`config.mk`:
```
export PLATFORM = sky130hd
export DESIGN_NAME = pid_cfg_spi_master_flat
export DESIGN_NICKNAME = d
export VERILOG_FILES = /design/src/rtl/pid_cfg_spi_master_if.sv /design/src/rtl/pid_cfg_spi_master.sv /design/src/flat_wrapper.sv
export SDC_FILE = /design/constraint.sdc
export NUM_CORES = 1
export LEC_CHECK = 0
export ABC_AREA = 0
export BUFFER_PORTS_ARGS = -buffer_cell sky130_fd_sc_hd__buf_2
export CAP_MARGIN = 20
export CORE_ASPECT_RATIO = 1.1
export CORE_MARGIN = 3
export CORE_UTILIZATION = 50
export DETAILED_ROUTE_END_ITERATION = 7
export GPL_ROUTABILITY_DRIVEN = 1
export GPL_TIMING_DRIVEN = 0
export PLACE_DENSITY = 0.78
export SLEW_MARGIN = 20
export SYNTH_ARGS = -nofsm -noshare
export SYNTH_HDL_FRONTEND = slang
export SYNTH_SLANG_ARGS = --single-unit
```
`constraint.sdc`:
```
create_clock -name clk -period 2.62 [get_ports clk]
set_input_delay 0.131 -clock clk [delete_from_list [all_inputs] [get_ports clk]]
set_output_delay 0.131 -clock clk [all_outputs]
set_load 0.03 [all_outputs]
```
`src/rtl/pid_cfg_spi_master_if.sv`:
```
// Request/status and SPI pin bundle for pid_cfg_spi_master.
// master = requesting side; slave = the SPI engine that drives the pins.
interface pid_cfg_spi_master_if #(
    parameter int NBYTES = 4
);
    logic                  start;
    logic                  abort;
    logic [8*NBYTES-1:0]   data;
    logic                  busy;
    logic                  done;
    logic                  cfg_sck;
    logic                  cfg_mosi;
    logic                  cfg_cs;

    modport master (
        output start, abort, data,
        input  busy, done, cfg_sck, cfg_mosi, cfg_cs
    );

    modport slave (
        input  start, abort, data,
        output busy, done, cfg_sck, cfg_mosi, cfg_cs
    );
endinterface

```
`src/rtl/pid_cfg_spi_master.sv`:
```
// Mode-0 SPI master loading the PID controller config word MSB first, byte NBYTES-1 first.
// CFG_CHECKSUM_EN appends an XOR-of-payload byte to each frame.
module pid_cfg_spi_master #(
    parameter int NBYTES   = 4,
    parameter int CLK_DIV  = 2,
    parameter int CS_SETUP = 2
) (
    input  logic                clk,
    input  logic                reset,
    pid_cfg_spi_master_if.slave bus
);

`ifdef CFG_CHECKSUM_EN
    localparam int NBITS = 8*NBYTES + 8;
`else
    localparam int NBITS = 8*NBYTES;
`endif
    localparam int MAXC = (CLK_DIV > CS_SETUP) ? CLK_DIV : CS_SETUP;
    localparam int CW   = $clog2(MAXC + 1);
    localparam int BW   = $clog2(NBITS + 1);

    localparam logic [CW-1:0] DIV_LD   = CW'(CLK_DIV - 1);
    localparam logic [CW-1:0] SET_LD   = CW'(CS_SETUP - 1);
    localparam logic [BW-1:0] LAST_BIT = BW'(NBITS - 1);

    localparam logic [2:0] S_IDLE     = 3'd0;
    localparam logic [2:0] S_SETUP    = 3'd1;
    localparam logic [2:0] S_SHIFT_LO = 3'd2;
    localparam logic [2:0] S_SHIFT_HI = 3'd3;
    localparam logic [2:0] S_HOLD     = 3'd4;
    localparam logic [2:0] S_GAP      = 3'd5;

    logic [2:0]          r_state;
    logic [CW-1:0]       r_cnt;
    logic [BW-1:0]       r_bit;
    logic [NBITS-1:0]    r_shift;
    logic                r_cs;
    logic                r_sck;
    logic                r_mosi;
    logic                r_aborted;

    logic [8*NBYTES-1:0] w_data;
    logic [NBITS-1:0]    w_payload;
    logic                w_in_frame;
    logic                w_load;
    logic                w_abort;

    assign w_data = bus.data;

`ifdef CFG_CHECKSUM_EN
    logic [7:0] w_csum;
    always_comb begin
        w_csum = 8'h00;
        for (int i = 0; i < NBYTES; i++) begin
            w_csum = w_csum ^ w_data[8*i +: 8];
        end
    end
    assign w_payload = {w_data, w_csum};
`else
    assign w_payload = w_data;
`endif

    assign w_in_frame = (r_state == S_SETUP) || (r_state == S_SHIFT_LO) ||
                        (r_state == S_SHIFT_HI) || (r_state == S_HOLD);

    // A request seen in the final gap cycle starts the next frame directly,
    // so a held start gives frames spaced by exactly CS_SETUP cs-high cycles.
    assign w_load  = bus.start && ((r_state == S_IDLE) ||
                                   ((r_state == S_GAP) && (r_cnt == '0)));
    assign w_abort = bus.abort && w_in_frame;

    always_ff @(posedge clk or posedge reset) begin
        if (reset) begin
            r_state   <= S_IDLE;
            r_cnt     <= '0;
            r_bit     <= '0;
            r_shift   <= '0;
            r_cs      <= 1'b1;
            r_sck     <= 1'b0;
            r_mosi    <= 1'b0;
            r_aborted <= 1'b0;
        end else if (w_load) begin
            r_state   <= S_SETUP;
            r_cnt     <= SET_LD;
            r_bit     <= '0;
            r_shift   <= w_payload;
            r_cs      <= 1'b0;
            r_sck     <= 1'b0;
            r_mosi    <= w_payload[NBITS-1];
            r_aborted <= 1'b0;
        end else if (w_abort) begin
            r_state   <= S_GAP;
            r_cnt     <= SET_LD;
            r_cs      <= 1'b1;
            r_sck     <= 1'b0;
            r_mosi    <= 1'b0;
            r_aborted <= 1'b1;
        end else begin
            case (r_state)
                S_IDLE: ;
                S_SETUP: begin
                    if (r_cnt == '0) begin
                        r_state <= S_SHIFT_LO;
                        r_cnt   <= DIV_LD;
                    end else begin
                        r_cnt <= r_cnt - 1'b1;
                    end
                end
                S_SHIFT_LO: begin
                    if (r_cnt == '0) begin
                        r_state <= S_SHIFT_HI;
                        r_cnt   <= DIV_LD;
                        r_sck   <= 1'b1;
                    end else begin
                        r_cnt <= r_cnt - 1'b1;
                    end
                end
                S_SHIFT_HI: begin
                    if (r_cnt == '0) begin
                        r_sck <= 1'b0;
                        if (r_bit == LAST_BIT) begin
                            r_state <= S_HOLD;
                            r_cnt   <= SET_LD;
                        end else begin
                            // falling edge: present the next bit
                            r_state <= S_SHIFT_LO;
                            r_cnt   <= DIV_LD;
                            r_bit   <= r_bit + 1'b1;
                            r_shift <= r_shift << 1;
                            r_mosi  <= r_shift[NBITS-2];
                        end
                    end else begin
                        r_cnt <= r_cnt - 1'b1;
                    end
                end
                S_HOLD: begin
                    if (r_cnt == '0) begin
                        r_state <= S_GAP;
                        r_cnt   <= SET_LD;
                        r_cs    <= 1'b1;
                        r_mosi  <= 1'b0;
                    end else begin
                        r_cnt <= r_cnt - 1'b1;
                    end
                end
                S_GAP: begin
                    if (r_cnt == '0) begin
                        r_state <= S_IDLE;
                    end else begin
                        r_cnt <= r_cnt - 1'b1;
                    end
                end
                default: r_state <= S_IDLE;
            endcase
        end
    end

    assign bus.busy     = (r_state != S_IDLE);
    assign bus.done     = (r_state == S_GAP) && (r_cnt == '0) && !r_aborted;
    assign bus.cfg_cs   = r_cs;
    assign bus.cfg_sck  = r_sck;
    assign bus.cfg_mosi = r_mosi;

endmodule

```
`src/flat_wrapper.sv`:
```
// flat-port wrapper written by rule: the top's interface ports become plain ports
module pid_cfg_spi_master_flat 
#(
    parameter int NBYTES   = 4,
    parameter int CLK_DIV  = 2,
    parameter int CS_SETUP = 2
)
  (clk, reset, bus_start, bus_abort, bus_data, bus_busy, bus_done, bus_cfg_sck, bus_cfg_mosi, bus_cfg_cs);
  pid_cfg_spi_master_if #(.NBYTES(NBYTES)) bus_i ();
  input  logic clk;
  input  logic reset;
  input wire logic [$bits(bus_i.start)-1:0] bus_start;
  input wire logic [$bits(bus_i.abort)-1:0] bus_abort;
  input wire logic [$bits(bus_i.data)-1:0] bus_data;
  output wire logic [$bits(bus_i.busy)-1:0] bus_busy;
  output wire logic [$bits(bus_i.done)-1:0] bus_done;
  output wire logic [$bits(bus_i.cfg_sck)-1:0] bus_cfg_sck;
  output wire logic [$bits(bus_i.cfg_mosi)-1:0] bus_cfg_mosi;
  output wire logic [$bits(bus_i.cfg_cs)-1:0] bus_cfg_cs;
  assign bus_i.start = bus_start;
  assign bus_i.abort = bus_abort;
  assign bus_i.data = bus_data;
  assign bus_busy = bus_i.busy;
  assign bus_done = bus_i.done;
  assign bus_cfg_sck = bus_i.cfg_sck;
  assign bus_cfg_mosi = bus_i.cfg_mosi;
  assign bus_cfg_cs = bus_i.cfg_cs;
  pid_cfg_spi_master #(.NBYTES(NBYTES), .CLK_DIV(CLK_DIV), .CS_SETUP(CS_SETUP)) u_core (.clk(clk), .reset(reset), .bus(bus_i));
endmodule
```
# --- Word-level counts from Yosys, hierarchy flattened ---
# Cells that the tools add are included.
totals:
  reg_bits: 46
  input_bits: 36
  word_cells: 92
op_classes:
  n_addsub: 2
  n_eq_ne: 16
  muxes: 39
  reduce_logical: 27
ops:
  columns: ["cell", "count"]
  rows:
  - ["31-bit two-way mux", 5]
  - ["6-bit two-way mux", 5]
  - ["3-bit two-way mux", 8]
  - ["4-bit by 2-bit != test with 1-bit output, second input constant", 6]
  - ["3-bit case mux with 6 select lines", 1]
  - ["1-bit two-way mux", 13]
  - ["4-bit nonzero test", 3]
  - ["3-bit nonzero test", 3]
  - ["2-bit two-way mux", 4]
  - ["4-bit AND reduction", 2]
  - ["6-bit by 1-bit adder with 6-bit output, second input constant", 1]
  - ["3-bit by 2-bit equality test with 1-bit output, second input constant", 2]
  - ["3-bit equality test, second input constant", 2]
  - ["6-bit by 5-bit equality test with 1-bit output, second input constant", 1]
  - ["6-bit AND reduction", 1]
  - ["2-bit nonzero test", 3]
  - ["1-bit logical AND", 4]
  - ["1-bit logical OR", 4]
  - ["2-bit by 1-bit != test with 1-bit output, second input constant", 2]
  - ["4-bit by 1-bit != test with 1-bit output, second input constant", 1]
  - ["1-bit case mux with 2 select lines", 2]
  - ["2-bit case mux with 2 select lines", 1]
  - ["2-bit AND reduction", 2]
  - ["4-bit OR reduction", 1]
  - ["7 further kinds", 7]

# --- Longest topological paths before layout ---
logic_depth:
  word_depth: 7
  ltp_mapped: 8
  depth_no_buf: 6

# --- Worst setup path after synthesis ---
# Ideal clock, no wire load.
synth_path:
  kind: "reg2out"
  start: "register u_core.r_cnt[0]"
  end: "output port bus_done"
  arrival_ns: 2.032
  t_required_ns: 2.489
  path_slack_ns: 0.457
  stages_incl_launch_ff: 5
  cell_sequence: "dfrtp_1 > buf_6 > or3b_1 > buf_6 > nor4b_1"
synth_via:
  elab_chain_cells: 3
synth_lines:
  columns: ["item", "line", "source"]
  rows:
  - ["from (decl)", "pid_cfg_spi_master.sv:34", "logic [CW-1:0] r_cnt;"]
  - ["from (signal assigned)", "pid_cfg_spi_master.sv:106", "r_cnt <= r_cnt - 1'b1;"]
  - ["from (signal assigned)", "pid_cfg_spi_master.sv:115", "r_cnt <= r_cnt - 1'b1;"]
  - ["from (signal assigned)", "pid_cfg_spi_master.sv:133", "r_cnt <= r_cnt - 1'b1;"]
  - ["2-bit zero test", "pid_cfg_spi_master.sv:159", "assign bus.done = (r_state == S_GAP) && (r_cnt == '0) && !r_aborted;"]
  - ["1-bit logical AND (2 in a row)", "pid_cfg_spi_master.sv:159", null]
  - ["to (decl)", "flat_wrapper.sv:16", "output wire logic [$bits(bus_i.done)-1:0] bus_done;"]
# Every way passes these cells.

# --- Worst setup path after layout ---
layout_path:
  start: "register u_core.r_state[2]"
  end: "register u_core.r_shift[29]"
layout_via:
  elab_chain_cells: 7
  word_cells_on_any_way: 19
  cone_classes: "eq/ne: 7; mux: 1; reduce/logical: 11"
layout_lines:
  columns: ["item", "line", "source"]
  rows:
  - ["from (decl)", "pid_cfg_spi_master.sv:33", "logic [2:0] r_state;"]
  - ["from (signal assigned)", "pid_cfg_spi_master.sv:74", "r_state <= S_IDLE;"]
  - ["from (signal assigned)", "pid_cfg_spi_master.sv:83", "r_state <= S_SETUP;"]
  - ["from (signal assigned)", "pid_cfg_spi_master.sv:92", "r_state <= S_GAP;"]
  - ["3-bit by 1-bit equality test with 1-bit output / 3-bit by 2-bit equality test with 1-bit output (equally long branches)", "pid_cfg_spi_master.sv:63", "assign w_in_frame = (r_state == S_SETUP) || (r_state == S_SHIFT_LO) ||"]
  - ["1-bit logical OR (2 in a row)", "pid_cfg_spi_master.sv:63", null]
  - ["1-bit logical OR", "pid_cfg_spi_master.sv:64", "(r_state == S_SHIFT_HI) || (r_state == S_HOLD);"]
  - ["1-bit logical AND", "pid_cfg_spi_master.sv:70", "assign w_abort = bus.abort && w_in_frame;"]
  - ["2-bit by 1-bit != test with 1-bit output (no line)", null, null]
  - ["4-bit AND reduction (no line)", null, null]
  - ["to (signal assigned)", "pid_cfg_spi_master.sv:86", "r_shift <= w_payload;"]
  - ["to (signal assigned)", "pid_cfg_spi_master.sv:129", "r_shift <= r_shift << 1;"]
  - ["to (decl)", "pid_cfg_spi_master.sv:36", "logic [NBITS-1:0] r_shift;"]
# Several ways; a longest one is shown, not always the timed one.
# A chain may end at the register's enable or synchronous reset.

==> results.yml <==
yosys:
  avgSynthCellArea_um2: 9.42
  synth_nets: 278
  postSynthCellCount: 241
  synth_ff_type: "dfrtp_1"
  synth_area_um2: 2270
  ys_types: 40
  synth_top_area_share_pct: 49.6
  synth_edf_count: 0
  async_reset_ff_share_pct: 100
  synth.most_common_cell: "nand2_1"
  yosys.area.top_type: "dfrtp_1"
  synth_common_cells: "nand2_1 (64), dfrtp_1 (45), a22oi_1 (31), nor2_1 (13)"
  synth_area_leaders: "dfrtp_1 (50%), nand2_1 (11%), a22oi_1 (10%)"
  yosysSeqAreaShare_pct: 50.7
  synth_seq_cells: 46
  synth-warning-count: 0
placed_design:
  io_buffer_count: 39
  globalplace.congestion: 0.846
  dp_hpwl_mm: 3.37
  dpl_cell_area_um2: 2550
floorplan:
  rows: 25
  die_h_um: 76.7
  die_w_um: 70.3
  start_util_pct: 52.2
  die_area_um2: 5390
  core_um2: 4350
  io_pins: 41
grt:
  grt_pass1_vias: 1892
  grt.overflow.total: 0
  use_met3_pct: 4.33
  use_met1_pct: 26.3
  grt_use_met2_pct: 29.4
  grt.total_usage_pct: 19.1
  grt_max_degree: 27
  busiest_layer: "met2"
  grt_pass1_wl_mm: 8.38
  antenna_found_initial: 0
layout:
  nNetsFinal: 326
  nFillCells: 381
  n_antenna_cell: 0
  drive_above_1_share_pct: 23.4
  final_area_um2: 2680
  area_delta_synth_final_pct: 18.0
  multi_input_area_um2: 995
  regArea_um2: 1150
detailed_routing:
  vias_per_cell: 5.49
  ant_nets: 0
  vias: 1888
  drt_iter0_drc: 80
  drt-wirelength-per-cell_um: 13.7
  drc: 0
  wirelength_mm: 4.70
  dr.pass1.iters: 4
sta:
  setup_violations: 0
  worst_slew_pin_slew_ns: 0.479
  holdWs_ns: 0.0389
  report.final.slew_viol_count: 0
  hold_violations: 0
  fmax_ghz: 0.463
  relSlewSlack_pct: 68.0
  finalCritPeriodShare_pct: 82.3
  min_period_ns: 2.16
  finalClockSkew_ns: 0.00794
  tns_ns: 0
  rsz0062_at_grt: "false"
pwr:
  p_per_area_nw_per_um2: 1070
  vdd_drop_max_v: 0.000499
  p_leak_nw: 1.33
  totalPowerFinal_w: 0.00287
clock_network:
  clock_path_buffers: 2
  cts_buffers: 5
  hold_buffers: 1
  htreeDepth: 2
  cts.sinks: 46
  worstSkewPairLatency_ns: 0.30
  post_cts_buffers: 0
  cts_tree: "yes"
  cts_resized: 0
  clock-root-buffer: "clkbuf_8"
  path_clk_slew_ns: 0.08
min_path:
  min_path_type: "input port to flop"
  hold_depth: 3
flow_run:
  max_cap_violations: 0
setup_path:
  path_class: "flop to flop"
  worst_setup_path_end_kind: "flop"
  critPathMaxFanout: 10
  cp.required_ns: 2.80
  crit_arrival_ns: 2.33
  setup.worst_path.start_class: "flop"
  worstRegToRegCells: 7
run_status:
  status: "finished clean"
routing by layer:
| layer | share of wire (%) | wire length (um) | vias up |
|---|---|---|---|
| li1 | - | - | 932 |
| met1 | 45 | 2130 | 892 |
| met2 | 47 | 2220 | 56 |
| met3 | 5.9 | 276 | 8 |
| met4 | 1.5 | 72 | 0 |
| met5 | 0 | 0 | - |
cells by family (layout without fill, tap and decap cells):
group                    after synthesis  count (layout)  synth area share [%]
flip-flops                            46              46                  50.7
adder cells (fa/ha/maj)                1               1                 0.551
AND/OR/NAND/NOR                      107             107                  21.4
XOR/XNOR                               6               6                  2.31
AO/OA/AOI/OAI                         59              59                  19.5
buffers and inverters                 22              71                  5.45
where the power goes:
part | internal (W) | switching, W
registers | 0.00101 | 0.000174
logic | 0.000455 | 0.000685
clock network | 0.000311 | 0.000230
total | 0.00178 | 0.00109
worst paths after layout:
check                                            endpoint                      startpoint  slack [ns]
setup reg to reg           u_core.r_shift[29]$_DFFE_PP0P_   u_core.r_state[2]$_DFFE_PP0P_        0.46
setup / recovery           u_core.r_shift[29]$_DFFE_PP0P_   u_core.r_state[2]$_DFFE_PP0P_        0.46
hold reg to reg            u_core.r_shift[26]$_DFFE_PP0P_  u_core.r_shift[26]$_DFFE_PP0P_        0.48
hold / removal              u_core.r_shift[0]$_DFFE_PP0P_                     bus_data[0]        0.04
min in group asynchronous  u_core.r_shift[16]$_DFFE_PP0P_                           reset        0.39
max in group asynchronous   u_core.bus.cfg_cs$_DFFE_PP1P_                           reset        1.65
placed cells by master, fill, tap and decap left out, types with 3 or more instances in the layout:
cell type,n
nand2_1,64
buf_2,45
dfrtp_1,45
a22oi_1,31
nor2_1,13
clkbuf_1,8
a21oi_1,7
nand2b_1,6
clkbuf_8,6
xor2_1,5
o21ai_0,4
a211oi_1,4
buf_6,3
nor2b_1,3
buf_4,3
nand4_1,3
metrics by stage:
step                      std cells  utilization, %  setup WS, ns
after detailed placement        335            58.7         0.466
after CTS                       344            61.6         0.452
final                           344            61.6         0.462
after global routing            344            61.6         0.256
after global placement          334            58.3         0.495
after floorplan                 241               -         0.457
sequential cells by signal, summed over array words and instances (netlist names):
| register | cells |
|---|---|
| u_core.bus.cfg_cs | 1 |
| u_core.bus.cfg_mosi | 1 |
| u_core.bus.cfg_sck | 1 |
| u_core.r_aborted | 1 |
| u_core.r_bit | 6 |
| u_core.r_cnt | 2 |
| u_core.r_shift | 31 |
| u_core.r_state | 3 |
critical path, stage by stage (launching register included):
cell and delay [ns]:
dfrtp_1 0.38, clkbuf_1 0.21, or4b_2 0.72, o21ai_2 0.17, nor2_1 0.14, clkbuf_1 0.25, nand2_1 0.12, nand2_1 0.06
area by class of cell:
cell class / instances / area share [%]
buffer: 19 / 4.20
inverter: 3 / 0.420
multi-input combinational: 173 / 37.1
timing repair buffer: 41 / 8.40
tap: 54 / 2.52
clock inverter: 1 / 1.12
clock buffer: 7 / 3.22
sequential: 46 / 43.0
(Power assumes the default switching activity.)
